**config.mk**
```make
export PLATFORM = sky130hd
export DESIGN_NAME = pipeline_stall_controller
export DESIGN_NICKNAME = d
export VERILOG_FILES = /design/src/rtl/pipeline_stall_controller.sv
export SDC_FILE = /design/constraint.sdc
export NUM_CORES = 1
export LEC_CHECK = 0
export CAP_MARGIN = 20
export CORE_ASPECT_RATIO = 0.9
export CORE_UTILIZATION = 48
export DETAILED_ROUTE_END_ITERATION = 7
export PLACE_DENSITY = 0.76
export SYNTH_ARGS = -nofsm -noshare
export SYNTH_HDL_FRONTEND = slang
export SYNTH_SLANG_ARGS = --single-unit
```
**constraint.sdc**
```tcl
create_clock -name clock_i -period 2.97 [get_ports clock_i]
set_input_delay 0.4455 -clock clock_i [delete_from_list [all_inputs] [get_ports clock_i]]
set_output_delay 0.4455 -clock clock_i [all_outputs]
set_load 0.05 [all_outputs]
```
**src/rtl/pipeline_stall_controller.sv**
```systemverilog
// Stall, flush and bubble control for an N-stage in-order pipeline.
// Back-propagates stall/flush demand, enforces a minimum stall hold, counts stall cycles and watches for deadlock.
module pipeline_stall_controller #(
    parameter int unsigned NUM_STAGES = 8,
    parameter int unsigned MIN_HOLD   = 1,
    parameter int unsigned CNT_W      = 32,
    parameter int unsigned TIMEOUT    = 1024
) (
    input  logic                  clock_i,
    input  logic                  reset_i,
    input  logic [NUM_STAGES-1:0] stallReq_i,
    input  logic [NUM_STAGES-1:0] flushReq_i,
    input  logic                  clearStatus_i,
    output logic [NUM_STAGES-1:0] stall_o,
    output logic [NUM_STAGES-1:0] flush_o,
    output logic [NUM_STAGES-1:0] bubble_o,
    output logic [CNT_W-1:0]      stallCycles_o,
    output logic                  deadlock_o
);

    localparam int unsigned HOLD_W = 4;
    localparam int unsigned WD_W   = (TIMEOUT > 2) ? $clog2(TIMEOUT) : 1;

    logic [NUM_STAGES-1:0] w_demand;
    logic [NUM_STAGES-1:0] w_flush_mask;
    logic [NUM_STAGES-1:0] w_stall_nxt;
    logic [NUM_STAGES-1:0] w_flush_nxt;
    logic [NUM_STAGES-1:0] w_bubble_nxt;
    logic [HOLD_W-1:0]     w_hold_nxt [NUM_STAGES];

    logic [NUM_STAGES-1:0] r_stall;
    logic [NUM_STAGES-1:0] r_flush;
    logic [NUM_STAGES-1:0] r_bubble;
    logic [HOLD_W-1:0]     r_hold [NUM_STAGES];
    logic [CNT_W-1:0]      r_cnt;
    logic [WD_W-1:0]       r_wd;
    logic                  r_deadlock;

    // A request from stage j affects only the stages strictly in front of it.
    for (genvar i = 0; i < NUM_STAGES; i++) begin : g_demand
        assign w_demand[i]     = |(stallReq_i >> (i + 1));
        assign w_flush_mask[i] = |(flushReq_i >> (i + 1));
    end

    always_comb begin
        w_stall_nxt  = '0;
        w_flush_nxt  = '0;
        w_bubble_nxt = '0;
        for (int i = 0; i < NUM_STAGES; i++) begin
            w_hold_nxt[i] = '0;
        end
        for (int i = 0; i < NUM_STAGES; i++) begin
            w_flush_nxt[i] = w_flush_mask[i];
            if (w_flush_mask[i]) begin
                w_stall_nxt[i] = 1'b0;
            end else if (r_stall[i] && (r_hold[i] != '0)) begin
                w_stall_nxt[i] = 1'b1;
                w_hold_nxt[i]  = r_hold[i] - HOLD_W'(1);
            end else begin
                w_stall_nxt[i] = w_demand[i];
                if (w_demand[i] && !r_stall[i]) begin
                    w_hold_nxt[i] = HOLD_W'(MIN_HOLD - 1);
                end
            end
        end
        // Stage i receives a NOP when the stage ahead holds but stage i itself moves on.
        for (int i = 1; i < NUM_STAGES; i++) begin
            w_bubble_nxt[i] = w_stall_nxt[i-1] & ~w_stall_nxt[i] & ~w_flush_nxt[i];
        end
    end

    always_ff @(posedge clock_i or posedge reset_i) begin
        if (reset_i) begin
            r_stall  <= '0;
            r_flush  <= '0;
            r_bubble <= '0;
            for (int i = 0; i < NUM_STAGES; i++) begin
                r_hold[i] <= '0;
            end
        end else begin
            r_stall  <= w_stall_nxt;
            r_flush  <= w_flush_nxt;
            r_bubble <= w_bubble_nxt;
            for (int i = 0; i < NUM_STAGES; i++) begin
                r_hold[i] <= w_hold_nxt[i];
            end
        end
    end

    // Saturating stall-cycle counter and consecutive-stall watchdog on stage 0.
    always_ff @(posedge clock_i or posedge reset_i) begin
        if (reset_i) begin
            r_cnt      <= '0;
            r_wd       <= '0;
            r_deadlock <= 1'b0;
        end else if (clearStatus_i) begin
            r_cnt      <= '0;
            r_wd       <= '0;
            r_deadlock <= 1'b0;
        end else begin
            if (r_stall[0] && (r_cnt != '1)) begin
                r_cnt <= r_cnt + CNT_W'(1);
            end
            if (r_stall[0] && (r_wd == WD_W'(TIMEOUT - 1))) begin
                r_deadlock <= 1'b1;
            end
            if (!r_stall[0] || w_flush_mask[0]) begin
                r_wd <= '0;
            end else if (r_wd != WD_W'(TIMEOUT - 1)) begin
                r_wd <= r_wd + WD_W'(1);
            end
        end
    end

    assign stall_o       = r_stall;
    assign flush_o       = r_flush;
    assign bubble_o      = r_bubble;
    assign stallCycles_o = r_cnt;
    assign deadlock_o    = r_deadlock;

endmodule
```
# After elaboration in Yosys (flattened, before gate mapping)
# Index checks and enable logic that the tools add are counted.
# Widths: inputs -> output; s select.
[op_classes]
n_addsub = 10
eq_ne = 3
muxes = 37
bitwise = 26
n_reduce_logical = 35
[op_table]
columns = ["cell", "count"]
rows = [
  ["$mux 32", 2],
  ["$mux 4", 15],
  ["$add 32x1->32 const B", 1],
  ["$ne 32x32->1 const B", 1],
  ["$reduce_bool 4->1", 8],
  ["$sub 4x1->4 const B", 8],
  ["$mux 10", 3],
  ["$mux 1", 17],
  ["$reduce_or 7->1", 2],
  ["$and 1x1->1", 13],
  ["$not 1->1", 13],
  ["$reduce_or 6->1", 2],
  ["$add 10x1->10 const B", 1],
  ["$eq 10x10->1 const B", 1],
  ["$logic_and 1x1->1", 10],
  ["$ne 10x10->1 const B", 1],
  ["$reduce_or 5->1", 2],
  ["$reduce_or 4->1", 2],
  ["$reduce_or 3->1", 2],
  ["$reduce_bool 2->1", 2],
  ["$reduce_or 2->1", 2],
  ["$reduce_bool 3->1", 1],
  ["$logic_not 1->1", 1],
  ["$logic_or 1x1->1", 1],
]
[word_totals]
reg_bits = 97
input_bits = 19
out_inout_bits = 57
word_cells = 125

# Longest topological paths before layout
# Gate-level depths: netlist of run 1.
[logic_depth]
ltp_word = 7
mapped_depth = 8
depth_no_buf = 6

# Worst setup path after synthesis of run 1
# OpenSTA, ideal clock, no wires.
[synth_path]
kind = "register -> register"
startpoint = "register r_cnt[0], in the netlist stallCycles_o[0]"
endpoint = "register r_cnt[28], in the netlist stallCycles_o[28]"
setup_time_ns = 0.120
arrival_ns = 2.365
required_time_ns = 2.850
path_slack_ns = 0.485
path_stages_with_launch = 8
path_buffers = 1
period_less_slack_ns = 2.485
cell_sequence = "dfrtp_1 ha_1 nand4_1 or3_1 clkbuf_1 nor4b_1 a21oi_1 a31o_2"
[synth_via]
elab_chain_cells = 3
elab_cells_between_ends = 6
classes_between = "add/sub: 1; eq/ne: 1; mux: 2; reduce/logical: 2"
[synth_lines]
columns = ["element", "line_no", "rtl"]
rows = [
  ["start, declared", "35", "logic [CNT_W-1:0] r_cnt;"],
  ["start signal, assigned", "102", "r_cnt <= r_cnt + CNT_W'(1);"],
  ["$add 32x1->32 / $ne 32x32->1 (equally long branches)", "102, 101", ""],
  ["$mux 32 / $logic_and 1x1->1 (equally long branches)", "101", "if (r_stall[0] && (r_cnt != '1)) begin"],
  ["$mux 32 / $reduce_bool 2->1 (equally long branches)", "-", ""],
]
# Several ways; a longest one is shown, not always the timed one. The select of a mux whose other input is x is not followed.
# A chain may end at the register's enable or synchronous reset.

# Worst setup path in the final report of run 1
[layout_path]
startpoint = "input port flushReq_i[7]"
endpoint = "register r_wd[6]"
[layout_via]
elab_chain_cells = 4
elab_cells_between_ends = 5
classes_between = "mux: 2; reduce/logical: 3"
[layout_lines]
columns = ["element", "line_no", "rtl"]
rows = [
  ["start, declared", "12", "input logic [NUM_STAGES-1:0] flushReq_i,"],
  ["$reduce_or 7->1 (*)", "42", "assign w_flush_mask[i] = |(flushReq_i >> (i + 1));"],
  ["via w_flush_mask[0]", "25", "logic [NUM_STAGES-1:0] w_flush_mask;"],
  ["$logic_or 1x1->1 (*)", "107", "if (!r_stall[0] || w_flush_mask[0]) begin"],
  ["$mux 10", "107", ""],
  ["$mux 10", "96", "end else if (clearStatus_i) begin"],
  ["end signal, assigned", "110", "r_wd <= r_wd + WD_W'(1);"],
  ["end, declared", "36", "logic [WD_W-1:0] r_wd;"],
]
# The timed path passes the listed nets; every way through them passes the cells marked *.

==> metrics.txt, run 1 <==
Top FF cell, synth dfrtp_1; Yosys reg bits 97; Die Span Y 94.2 µm; Compound-Gate Fraction of Synth Area 7.89%; Distinct cells, synth 48; CTS resizes 0; final core occ about 62%; Fmax achieved 0.404 GHz; Crit Reg-Reg Startpoint stallCycles_o[0]$_DFFE_PP0P_; xor-xnor portion of the synthesized cell area 5.98%; first-pass GRT wire length about 16000 µm; YS warnings 0; grt ovf 0; met2 usage 34.2%; maximum clock path buffer count 2; RSZ-0062 raised after global routing no; post-CTS setup buffer count 0; DIE WIDTH 104 µm; mux cell area share after synthesis less than 1%; r2r setup slk 0.50 ns; Cells after Synth 453; busiest layer in global routing met2; ranking of synthesized cells by area dfrtp_1, nor2_1, xnor2_1, ha_1, inv_1; syn avg cell area 10.0 µm²; fin. max-slew vios 0; CTS root buf clkbuf_8; Critical Path Source Type primary input; area of all placed cells without fillers around 5700 µm²; critical path type primary input to register; Adder-Cell Fraction of Synth Area 4.96%; met3 Use GR between 6 and 7%; fraction of layout cells with a size suffix above 1 between 7 and 8%; Hold WS 0.453 ns; max_cap viols 0; largest net degree at the start of global routing 63; post-DR vias/cell ~5.4; Final GP Congestion 0.862; clk slew on worst S/H paths 0.09 ns; Synth Area in Simple Gates roughly 23%; Yosys top cell by area dfrtp_1; Arr. time, crit path 2.78 ns; detailed router's first-iteration violation count around 140; GR Layer Usage met1 26.0%; hold path startpoint r_hold[24]$_DFF_PP0_; Worst Hold End r_hold[24]$_DFF_PP0_; FFs w/ async S/R, synth between 90% and 100%; VDD IR-drop max 0.000265 V; DRC violations left 0; top cell type's share of synthesized area 53.5%; GRT Total Usage 20.9%; Syn Std Cell Area 4540 µm²; crit end category register; sequential-to-total area share from yosys stat 53.5%; status completed; Period Utilization, post-route a little over four fifths; Crit-path slowest cell or4_1; Ports 76; actual slew at the worst max-slew pin 0.766 ns; LEAKAGE 2.43 nW; Post-synth EDFFs 0; worst endpoint required time 3.27 ns; vias in the first global route 3499; H-Tree Level Count 3; die area 9850 µm²; Sum Neg Setup Slack 0 ns; clock skew 0.0101 ns; Sink Count 97; hold path cells 1; ANT nets after route 0; placed wire-length estimate 6750 µm; Max-slew headroom 48.9%; r2r worst-path depth 6; mean routed wirelength per cell 14.4 µm; DRT Pass-1 Iters 4; CTS tree built; Tmin final between 2 and 2.5 ns; CTS Buf Count 9; CP top delay family simple AND/OR/NAND/NOR gates; Crit. path cell count 6; Clock Latency Late Sink 0.37 ns; slowest cell delay on critical path 0.55 ns; Final Hold Violating Endpoints 0; DP Area 5420 µm²; IO Port Bufs 71; R2R Path End stallCycles_o[28]$_DFFE_PP0P_; Worst Path Max Fanout 10; critical path, cell by cell clkdlybuf4s50_1, or4_1, or3_4, or2_4, or3_1, nor3_4; PwrDens 441 nW/µm²; final-report setup violation count 0; DRT Wirelength 9490 µm; Layout Nets 570; Hold WC Path Type register to register; Cell Rows 33; worst path bufs/invs 1; Antenna Cells 0; Initial Utilization 49.7%; Vias between 3k and 4k; Layout area overhead 24.9%; total power between 2 and 2.5 mW; largest family of logic cells by synthesized area simple AND/OR/NAND/NOR gates; CTS Hold Buffers Added 0; initial antenna violation count 0; CORE AREA 9130 µm²
-- report_power, final --
part / switching [mW] / internal (mW) / leakage [nW]
Clock: 0.476 / 0.567 / 0.118
Combinational: 0.0843 / 0.0415 / 0.989
Sequential: 0.00319 / 1.33 / 1.32
Total: 0.564 / 1.94 / 2.43
-- metal layers --
| layer | share of wire (%) | routed length (µm) |
|---|---|---|
| met4 | 2.3 | 215 |
| met2 | 46 | 4390 |
| met1 | 45 | 4260 |
| met5 | 0 | 0 |
| met3 | 6.6 | 624 |
-- area by class of cell --
type	instances	area (µm²)
Clock inverter	7	125
Clock buffer	9	124
Multi-Input combinational cell	316	1940
Timing Repair Buffer	81	786
Tap cell	122	153
Inverter	28	109
Fill cell	752	3460
Sequential cell	97	2430
-- cell usage in the layout, fill, tap and decap left out, drive strengths merged, types with 7 or more instances in the layout --
cell type,n
dfrtp,97
nor2,82
clkdlybuf4s50,71
inv,29
xnor2,26
nand2,21
nor3,21
a21oi,20
nand3,18
ha,18
nand4,13
and3,11
buf,10
clkbuf,9
or3,9
o21ai,7
-- through the flow --
step | setup WS, ns | cells
after detailed placement | 0.102 | 644
after global routing | 0.392 | 660
after global placement | 0.132 | 644
after floorplan | 0.485 | 454
final | 0.494 | 660
after CTS | 0.501 | 660
-- Yosys cell counts, types with 2 or more instances --
cell and number:
a211oi_1 3, a211oi_2 2, a21boi_0 2, a21oi_1 20, a311oi_1 5, a31oi_1 5
and2_1 6, and3_1 11, and4_1 5, buf_2 2, buf_4 2, clkbuf_1 8
dfrtp_1 97, ha_1 18, inv_1 28, mux2i_1 2, nand2_1 21, nand2b_1 5
nand3_1 18, nand4_1 13, nor2_1 82, nor2b_1 3, nor3_1 20, nor4_1 2
nor4_2 2, o21ai_0 7, o31ai_1 3, or2_2 2, or3_1 8, or4_1 4
xnor2_1 26, xor2_1 5
-- worst max-delay path by stage --
stage                                      start                             to  slack [ns]
finish                             flushReq_i[7]            r_wd[6]$_DFFE_PP0P_        0.49
floorplan           stallCycles_o[0]$_DFFE_PP0P_  stallCycles_o[28]$_DFFE_PP0P_        0.48
detailed placement                 flushReq_i[7]            r_wd[6]$_DFFE_PP0P_        0.10
global route        stallCycles_o[0]$_DFFE_PP0P_  stallCycles_o[25]$_DFFE_PP0P_        0.39
global placement                   flushReq_i[7]            r_wd[6]$_DFFE_PP0P_        0.13
CTS                                flushReq_i[7]            r_wd[6]$_DFFE_PP0P_        0.50
-- sequential cells by signal, indices dropped and copies added, names as in the netlist --
signal         cells
deadlock_o         1
r_hold            32
stall_o            8
bubble_o           7
r_wd              10
stallCycles_o     32
flush_o            7
-- cell families after synthesis --
logic type / Yosys count
AO/OA/AOI/OAI: 54
XOR/XNOR: 31
adder cells (fa/ha/maj): 18
buffers and inverters: 41
flip-flops: 97
multiplexers: 3
other: 1
AND/OR/NAND/NOR: 208
Note: power is estimated with default switching activity, not from simulation.
==> run 2, diff against run 1 <==
--- a/config.mk
+++ b/config.mk
@@ -7,7 +7,7 @@
 export LEC_CHECK = 0
 export CAP_MARGIN = 20
 export CORE_ASPECT_RATIO = 0.9
-export CORE_UTILIZATION = 48
+export CORE_UTILIZATION = 50
 export DETAILED_ROUTE_END_ITERATION = 7
 export PLACE_DENSITY = 0.76
 export SYNTH_ARGS = -nofsm -noshare
==> constraint.sdc (replaced) <==
create_clock -name clock_i -period 2.5 [get_ports clock_i]
set_input_delay 0.375 -clock clock_i [delete_from_list [all_inputs] [get_ports clock_i]]
set_output_delay 0.375 -clock clock_i [all_outputs]
set_load 0.05 [all_outputs]
==> metrics.txt, run 2 (synthesized netlist as in run 1, its figures left out) <==
DRT Wirelength 9510 µm (+0.22%); GRT Total Usage 22.3% (+1.3 points); VDD IR-drop max 0.000302 V (+14%); critical path, cell by cell clkdlybuf4s50_1, or4_1, or3_4, or2_4, or3_1, buf_4, nor3_4; max_cap viols 0 (unchanged); status completed; IO Port Bufs 71 (unchanged); DRC violations left 0 (unchanged); Worst Path Max Fanout 10 (unchanged); Crit Reg-Reg Startpoint stallCycles_o[0]$_DFFE_PP0P_; Vias 3600 (+0.59%); Arr. time, crit path 2.63 ns (-0.15 ns); CTS tree built; H-Tree Level Count 3 (unchanged); CTS Hold Buffers Added 0 (unchanged); clk slew on worst S/H paths 0.09 ns (about the same); CTS Buf Count 9 (unchanged); CP top delay family simple AND/OR/NAND/NOR gates; PwrDens 471 nW/µm² (+6.7%); vias in the first global route 3495 (-0.11%); Final GP Congestion 0.839 (-2.7%); Cell Rows 32 (-3.0%); critical path type primary input to register; final setup margin 0.161 ns (-0.333 ns); detailed router's first-iteration violation count 191 (+35%); Clock Latency Late Sink 0.36 ns (about the same); DIE WIDTH 102 µm (-2.0%); placed wire-length estimate 6990 µm (+3.6%); largest net degree at the start of global routing 40 (-37%); initial antenna violation count 0 (unchanged); final-report setup violation count 0 (unchanged); post-CTS setup buffer count 0 (unchanged); Hold WS 0.450 ns (-0.00338 ns); fin. max-slew vios 0 (unchanged); fraction of layout cells with a size suffix above 1 8.44% (+1.2 points); r2r setup slk 0.22 ns (-0.28 ns); DRT Pass-1 Iters 4 (unchanged); DR top layer met4; met3 routed WL 630 µm (+0.96%); Initial Utilization 52.2% (+2.5 points); most frequent cells in the layout dfrtp_1, nor2_1, clkdlybuf4s50_1; crit end category register; Place WS -0.218 ns (-0.320 ns); CTS resizes 0 (unchanged); die area 9460 µm² (-3.9%); Critical Path Source Type primary input; WL met1 4150 µm (-2.6%); total power 2.67 mW (+6.7%); final core occ 65.3% (+3.2 points); Layout area overhead 25.0% (about the same); clock skew 0.0115 ns (+0.00138 ns); Final Hold Violating Endpoints 0 (unchanged); maximum clock path buffer count 2 (unchanged); Ports 76 (unchanged); Max-slew headroom 56.6% (+7.6 points); Antenna Cells 0 (unchanged); actual slew at the worst max-slew pin 0.650 ns (-0.116 ns); ANT nets after route 0 (unchanged); worst endpoint required time 2.79 ns (-0.48 ns); CTS root buf clkbuf_8; Sink Count 97 (unchanged); slowest cell delay on critical path 0.55 ns (about the same); r2r worst-path depth 7 (+1); R2R Path End stallCycles_o[28]$_DFFE_PP0P_; worst path bufs/invs 2 (+1); LEAKAGE 2.44 nW (+0.70%); most common cell after layout, fill and taps aside dfrtp_1; RSZ-0062 raised after global routing no; first-pass GRT wire length 16300 µm (+0.72%); Crit-path slowest cell or4_1; Sum Neg Setup Slack 0 ns (unchanged); Met2 Wirelength 4590 µm (+4.5%); Layout Nets 577 (+1.2%); mean routed wirelength per cell 14.3 µm (-0.38%); Fmax achieved 0.428 GHz; Die Span Y 92.4 µm (-2.0%); CORE AREA 8690 µm² (-4.8%); Hold WC Path Type primary input to async pin; Tmin final 2.34 ns; grt ovf 0 (unchanged); Period Utilization, post-route between 90 and 100%; post-DR vias/cell 5.42 (about the same)
==> run 2: how the worst max path moves through the flow <==
stage | start | to | slack [ns] | depth (start not counted)
2_1_floorplan | stallCycles_o[0]$_DFFE_PP0P_ | stallCycles_o[28]$_DFFE_PP0P_ | 0.01 | 7
5_1_grt | stallCycles_o[0]$_DFFE_PP0P_ | stallCycles_o[28]$_DFFE_PP0P_ | 0.01 | 7
4_1_cts | flushReq_i[7] | r_wd[6]$_DFFE_PP0P_ | 0.16 | 7
6_report | flushReq_i[7] | r_wd[6]$_DFFE_PP0P_ | 0.16 | 7
3_5_place_dp | flushReq_i[7] | r_wd[6]$_DFFE_PP0P_ | -0.22 | 7
3_3_place_gp | flushReq_i[7] | r_wd[6]$_DFFE_PP0P_ | -0.17 | 7
==> run 2: per-layer routing <==
metal  track usage (%)  vias up
li1                  -     1722
met1              28.9     1740
met2              36.3      127
met3              6.34       11
met4              6.07        0
met5                 0        -
==> run 2: layout make-up <==
cell class / count / area (µm²)
well taps: 119 / 149
fillers: 728 / 3020
flip-flops and latches: 97 / 2430
repair buffers: 88 / 863
clock buffers: 9 / 124
multi-input cells: 316 / 1940
clock inverters: 7 / 55.1
inverters: 28 / 109
==> run 2: report_power, final <==
group	leakage [nW]	total (mW)	internal [mW]	switching, mW
combinational	1.03	0.154	0.0540	0.100
sequential	1.32	1.58	1.58	0.00395
clock	0.0915	0.934	0.372	0.562
total	2.44	2.67	2.00	0.666
==> run 2: per-stage QoR <==
step	instance area, µm²	instances
floorplan	4550	454
global placement	5490	648
finish	5670	664
global route	5670	664
CTS	5670	664
detailed placement	5490	648
